`src/rtl/mux_arbiter_pkg.sv`:
```
// mux_arbiter shared types: arbiter states, owner encodings, reset owner.
package mux_arbiter_pkg;

    typedef enum logic [1:0] {
        IDLE  = 2'd0,
        OWN_A = 2'd1,
        OWN_B = 2'd2
    } state_t;

    localparam logic OWNER_A  = 1'b0;
    localparam logic OWNER_B  = 1'b1;
    // B counts as last owner out of reset so A wins the first contention
    localparam logic LAST_RST = OWNER_B;

endpackage

```
`src/rtl/mux_always.sv`:
```
// Shared 2:1 data mux; sel=0 passes in_A, sel=1 passes in_B.
module mux_always #(
    parameter int WIDTH = 1
) (
    input  logic [WIDTH-1:0] in_A,
    input  logic [WIDTH-1:0] in_B,
    input  logic             sel,
    output logic [WIDTH-1:0] out
);

    always_comb begin
        out = in_A;
        if (sel) out = in_B;
    end

endmodule

```
`src/rtl/mux_arbiter.sv`:
```
// Two-requester round-robin burst arbiter driving the shared 2:1 mux.
// MUX_ARBITER_OUT_REG_EN adds a 1-entry output register after the mux.
module mux_arbiter
    import mux_arbiter_pkg::*;
#(
    parameter int WIDTH     = 1,
    parameter int MAX_BURST = 4
) (
    input  logic             clk,
    input  logic             rst,
    input  logic             a_valid,
    input  logic [WIDTH-1:0] a_data,
    output logic             a_ready,
    input  logic             b_valid,
    input  logic [WIDTH-1:0] b_data,
    output logic             b_ready,
    output logic             out_valid,
    output logic [WIDTH-1:0] out_data,
    input  logic             out_ready,
    output logic             sel,
    output logic [1:0]       grant
);

    localparam int CW = $clog2(MAX_BURST + 1);
    localparam logic [CW-1:0] LAST_BEAT = CW'(MAX_BURST - 1);

    state_t          state;
    state_t          state_nx;
    logic            last;
    logic            last_nx;
    logic [CW-1:0]   burst_cnt;
    logic [CW-1:0]   cnt_nx;
    logic            sel_q;
    logic [WIDTH-1:0] mux_out;

    logic own;
    logic owner;
    logic own_valid;
    logic other_valid;
    logic own_ready;
    logic xfer;

    mux_always #(
        .WIDTH (WIDTH)
    ) u_mux (
        .in_A (a_data),
        .in_B (b_data),
        .sel  (sel),
        .out  (mux_out)
    );

    assign own         = (state != IDLE) && !rst;
    assign owner       = (state == OWN_B);
    assign own_valid   = owner ? b_valid : a_valid;
    assign other_valid = owner ? a_valid : b_valid;
    assign xfer        = own && own_valid && own_ready;

`ifdef MUX_ARBITER_OUT_REG_EN
    logic             reg_full;
    logic [WIDTH-1:0] reg_data;

    assign own_ready = !reg_full || out_ready;
    assign out_valid = reg_full && !rst;
    assign out_data  = out_valid ? reg_data : '0;

    always_ff @(posedge clk) begin
        if (rst) begin
            reg_full <= 1'b0;
            reg_data <= '0;
        end else if (xfer) begin
            reg_full <= 1'b1;
            reg_data <= mux_out;
        end else if (out_ready) begin
            reg_full <= 1'b0;
        end
    end
`else
    assign own_ready = out_ready;
    assign out_valid = own && own_valid;
    assign out_data  = own ? mux_out : '0;
`endif

    always_comb begin
        sel     = sel_q;
        grant   = 2'b00;
        a_ready = 1'b0;
        b_ready = 1'b0;
        if (rst) begin
            sel = 1'b0;
        end else begin
            unique case (state)
                OWN_A: begin
                    sel     = OWNER_A;
                    grant   = 2'b01;
                    a_ready = own_ready;
                end
                OWN_B: begin
                    sel     = OWNER_B;
                    grant   = 2'b10;
                    b_ready = own_ready;
                end
                default: ;
            endcase
        end
    end

    always_comb begin
        state_nx = state;
        last_nx  = last;
        cnt_nx   = burst_cnt;
        unique case (state)
            IDLE: begin
                if (a_valid && (!b_valid || last == OWNER_B))
                    state_nx = OWN_A;
                else if (b_valid)
                    state_nx = OWN_B;
            end
            OWN_A, OWN_B: begin
                if (xfer) cnt_nx = burst_cnt + 1'b1;
                // release on the final beat of a burst or when the owner idles
                if ((xfer && burst_cnt == LAST_BEAT) || !own_valid) begin
                    last_nx = owner;
                    cnt_nx  = '0;
                    if (other_valid)
                        state_nx = owner ? OWN_A : OWN_B;
                    else
                        state_nx = IDLE;
                end
            end
            default: state_nx = IDLE;
        endcase
    end

    always_ff @(posedge clk) begin
        if (rst) begin
            state     <= IDLE;
            last      <= LAST_RST;
            burst_cnt <= '0;
            sel_q     <= 1'b0;
        end else begin
            state     <= state_nx;
            last      <= last_nx;
            burst_cnt <= cnt_nx;
            sel_q     <= sel;
        end
    end

endmodule

```
`config.mk`:
```
export PLATFORM = sky130hd
export DESIGN_NAME = mux_arbiter
export DESIGN_NICKNAME = d
export VERILOG_FILES = /design/src/rtl/mux_arbiter_pkg.sv /design/src/rtl/mux_always.sv /design/src/rtl/mux_arbiter.sv
export SDC_FILE = /design/constraint.sdc
export NUM_CORES = 1
export LEC_CHECK = 0
export CORE_AREA = 4 4 41 43
export CTS_CLUSTER_SIZE = 8
export DETAILED_ROUTE_END_ITERATION = 8
export DIE_AREA = 0 0 45 47
export GPL_ROUTABILITY_DRIVEN = 0
export GPL_TIMING_DRIVEN = 0
export PLACE_DENSITY = 0.71
export SYNTH_ARGS = -nofsm -noshare
export SYNTH_HDL_FRONTEND = slang
export SYNTH_SLANG_ARGS = --single-unit
```
`constraint.sdc`:
```
create_clock -name clk -period 1.93 [get_ports clk]
set_input_delay 0.4825 -clock clk [delete_from_list [all_inputs] [get_ports clk]]
set_output_delay 0.4825 -clock clk [all_outputs]
set_load 0.1 [all_outputs]
```
# Yosys cells after proc, flatten, opt, wreduce, memory -nomap -nowiden
# Cells that the tools add are included.
[word_totals]
reg_bits = 7
in_bits = 7
output_inout_bits = 7
word_cells = 47
[classes]
addsub = 1
n_eq_ne = 5
n_mux = 20
n_reduce_logical = 17
[op_table]
columns = ["cell", "count"]
rows = [
  ["$mux W2", 6],
  ["$mux W1", 9],
  ["$pmux W2 S2", 2],
  ["$mux W3", 2],
  ["$reduce_and A2 Y1", 3],
  ["$logic_and A1 B1 Y1", 5],
  ["$reduce_bool A2 Y1", 2],
  ["$add A3 B1 Y3 const B", 1],
  ["$eq A3 B2 Y1 const B", 1],
  ["$logic_not A1 Y1", 3],
  ["$ne A3 B3 Y1 const B", 1],
  ["$eq A2 B1 Y1 const B", 1],
  ["$eq A2 B2 Y1 const B", 1],
  ["$logic_not A2 Y1", 1],
  ["$logic_or A1 B1 Y1", 2],
  ["$ne A2 B2 Y1 const B", 1],
  ["$pmux W1 S2", 1],
  ["$reduce_or A2 Y1", 1],
]

# Logic depth before layout (Yosys ltp)
[logic_depth]
word_depth = 8
ltp_mapped = 6
mapped_depth_nobuf = 6

# Hierarchy
# A second synthesis with hierarchy kept.
[unflattened]
hier_cells = 58
hier_area_um2 = 511.7
[by_module_without_submodules]
columns = ["module", "n_inst", "cells_each", "area_per_inst_um2", "seq_area_each_um2"]
rows = [
  ["mux_arbiter", 1, 57, 496.7, 140.1],
  ["mux_always", 1, 1, 15.0, 0.0],
]

# Least setup slack after synthesis
# OpenSTA, ideal clock, no wires.
[synth_path]
path_type = "reg2out"
startpoint = "reg state[0]"
endpoint = "out out_data"
arrival_ns = 4.533
t_required_ns = 1.447
setup_slack_ns = -3.085
path_stages_with_launch = 7
path_buffers = 0
path_cell_list = "dfxtp_1 > inv_1 > ha_1 > mux2i_1 > nor2_1 > mux2i_1 > nor3_1"
[synth_between]
elab_chain_len = 5
elab_cells_between_ends = 8
cone_classes = "2 x eq/ne; 4 x mux; 2 x reduce/logical"
[synth_rtl]
columns = ["item", "line", "rtl"]
rows = [
  ["from (decl)", "mux_arbiter.sv:27", "state_t state;"],
  ["from (signal assigned)", "mux_arbiter.sv:141", "state <= state_nx;"],
  ["$eq A2 B2 Y1 or $eq A2 B1 Y1 (tied branches)", "mux_arbiter.sv:91", "unique case (state)"],
  ["$pmux W1 S2 (*)", "mux_arbiter.sv:91", ""],
  ["$mux W1 (*)", "mux_arbiter.sv:88", "if (rst) begin"],
  ["named net sel", "mux_arbiter.sv:20", "output logic sel,"],
  ["$mux W1 (*)", "mux_always.sv:13", "if (sel) out = in_B;"],
  ["$mux W1 (*)", "mux_arbiter.sv:80", "assign out_data = own ? mux_out : '0;"],
  ["to (decl)", "mux_arbiter.sv:18", "output logic [WIDTH-1:0] out_data,"],
]
# Mark *: on every way through the listed nets, which the timed path passes. The rest lies on a longest branch.

# Final worst setup path
[layout_path]
startpoint = "reg state[0]"
endpoint = "out out_data"
[layout_between]
elab_chain_len = 5
elab_cells_between_ends = 8
cone_classes = "2 x eq/ne; 4 x mux; 2 x reduce/logical"
[layout_rtl]
columns = ["item", "line"]
rows = [
  ["$eq A2 B2 Y1 or $eq A2 B1 Y1 (tied branches)", "mux_arbiter.sv:91"],
  ["$pmux W1 S2", "mux_arbiter.sv:91"],
  ["$mux W1", "mux_arbiter.sv:88"],
  ["$mux W1", "mux_always.sv:13"],
  ["$mux W1 (*)", "mux_arbiter.sv:80"],
]
# Every way passes the cells marked *; elsewhere a longest branch is shown, timed or not.

==> results.cfg <==
[outcome]
status = finished with violations
violations = setup timing

[global_routing]
overflow = 0
grt_pass1_vias = 503
grt_start_max_net_pins = 11
met3_usage_pct = 3.45
use_met2_pct = 26.0
grt_pass1_wl_mm = 2.29
grtUsageTotal_pct = 15.1
antenna_found_initial = 0
grt-busiest-layer = met2
met1_usage_pct = 18.4

[synthesis]
synth_nets = 71
syn_area_um2 = 531
synth_cell_types = 26
yosys.area.top_type = dfxtp_1
avgSynthCellArea_um2 = 9.31
ys_warn_count = 0
synth_seq_cells = 7
yosysSeqAreaShare_pct = 26.4
synthTopCellsByArea = dfxtp_1 (26%), ha_1 (17%), mux2i_1 (5.7%)
synth_top_area_share_pct = 26.4
syn_inst = 57

[clocking]
clkSlewWorstSetupHoldPaths_ns = 0.06
numCtsBuffers = 3
worstSkewPairLatency_ns = 0.25
cts_tree = done
htree_levels = 1
cts_buffer_depth = 2
cts.sinks = 7
cts_root_buffer = clkbuf_4

[timing]
finalCritPeriodShare_pct = 118
fin_crit_ns = 2.27
fmax_ghz = 0.440
slew_viol_final = 0
finClkSkew_ns = 0.00416
setup_slack_ns = -0.341
rsz0062_at_grt = yes
final-setup-viol-count = 5
max_slew_margin_pct = 67.9
setup_tns_ns = -0.768
tightest_slew_ns = 0.485
hold_viol = 0

[drt]
drc_errors = 0
wirelength_mm = 1.40
antenna_left = 0
dr.pass1.iters = 4
first_iter_violations = 5
vias_per_cell = 5.43
post_drt_wl_per_cell_um = 14.9
dr_total_vias = 510

[power]
power_frac_clock_pct = 10.6
power_frac_comb_pct = 72.0
p_sw_w = 0.000599
power_leakage_nw = 0.352
ir_drop_mv = 0.563
p_int_w = 0.000656
swShare_pct = 47.7
pwr-share-seq_pct = 17.4
power_density_mw_per_mm2 = 1440

[die]
dieHeight_um = 47
initial_core_util_pct = 40.8
io_pins = 14
die-area_mm2 = 0.00212
die_x_um = 45
floorplan.rows = 13
fp.coreArea_mm2 = 0.00130

[setup_path]
crit_required_ns = 1.45
r2r_end = state[0]
crit_arrival_ns = 1.79
critPathTopFamily = multiplexers
critical_path_class = reg2out
ff2ff_path_depth = 7
startpoint_type = flop
regToRegStartpoint = state[0]
reg2reg_slack_ns = -0.07
crit_slowest_cell = dfxtp_4
path_max_fanout = 2
crit_path_cell_trace = inv_4, ha_4, mux2i_4, nor2_4, mux2i_2, nor3_4, buf_12
cp_slowest_stage_delay_ns = 0.36
cp-end-kind = primary output
crit_buf_inv = 2
crit_cells = 7

[placed_design]
post-place-ws_ns = -1.28
place_inst = 85
postPlaceCellArea_um2 = 751
io_buffers = 13
hpwl_um = 905

[final_layout]
area_growth_pct = 64.4
nNetsFinal = 94
stdcell_count = 94
final_util_pct = 67.0
final_common_cell = buf_4
layout_common_cells = buf_4 (6), a21oi_1 (5), ha_1 (5), dfxtp_1 (5)
num-fill-cells = 114
final_area_um2 = 872
drive_gt1_share_pct = 44.3
antenna_cells = 0

[hold_path]
min_path_cells = 2
min_path_type = reg2reg
hp-start = burst_cnt[2]
hold_end = burst_cnt[2]

[flow_run]
maxCapViolations = 0
## logic make-up (layout without fill, tap and decap cells)
family	count (synthesis)	in the layout	synth area share (%)
mux	4	4	9.91
compound gates	11	11	14.6
fa+ha+maj	7	7	16.5
buf+inv	6	28	4.95
flops	7	7	26.4
simple gates	22	22	27.6
## worst reg2reg max path, cell delays in order (launching register included)
cell and delay (ns):
dfxtp_4 0.35, inv_4 0.07, buf_4 0.11, ha_4 0.20, mux2i_4 0.39, o32ai_2 0.18, or4b_1 0.52, a21oi_1 0.13
## layout make-up
type                            instances  area (µm²)  area share [%]
Clock buffer                            4        26.3            3.01
Timing Repair Buffer                   18         194            22.2
Sequential cell                         7         148            16.9
Inverter                                5        23.8            2.73
Tap cell                               15        18.8            2.15
Buffer                                  1        7.51           0.861
Multi-Input combinational cell         44         454            52.1
## through the flow
step | power, W | hold WS (ns)
floorplan | 0.000804 | 0.432
global placement | 0.000930 | 0.438
detailed placement | 0.000942 | 0.449
CTS | 0.00121 | 0.457
global route | 0.00133 | 0.480
finish | 0.00125 | 0.455
## worst max-delay path by stage
stage / from / end / slack, ns
6_report: state[0] / out_data / -0.34
5_1_grt: state[0] / out_data / -0.42
4_1_cts: state[0] / out_data / -0.33
3_5_place_dp: rst / out_data / -1.28
3_3_place_gp: rst / out_data / -1.23
2_1_floorplan: state[0] / out_data / -0.90
## power groups by stage
stage / Combinational [W] / Clock (W) / Sequential (W)
floorplan: 0.000588 / 0 / 0.000217
global placement: 0.000707 / 0 / 0.000223
detailed placement: 0.000715 / 0 / 0.000226
CTS: 0.000856 / 0.000140 / 0.000219
global route: 0.000957 / 0.000149 / 0.000225
finish: 0.000903 / 0.000134 / 0.000218
## cells in the mapped netlist, drive strengths merged
cell type	number
a21boi	1
a21oi	5
and3b	2
and4bb	1
buf	1
dfxtp	7
ha	7
inv	5
mux2i	4
nand2	4
nand2b	2
nand3b	1
nor2	2
nor2b	2
nor3	2
nor3b	1
o21ai	2
o22ai	1
o32ai	1
o41ai	1
or2b	1
or4	2
or4b	2
## registers in the layout, summed over array words and instances, names as in the netlist
name       flops
burst_cnt      3
last           1
sel_q          1
state          2
## repair_timing
item | CTS | global route
endpoints found under the setup margin | 8 | 11
gates resized for setup | 58 | 8
buffers inserted | 5 | 0
hold buffers | 0 | 0
gates cloned | 0 | 0
pin swaps | 4 | 0
## routing by layer
metal  wire (µm)  part of all wire (%)
met5           0                     0
met4          29                   2.1
met3          86                   6.1
met2         719                    51
met1         565                    40
(Power assumes the default switching activity.)
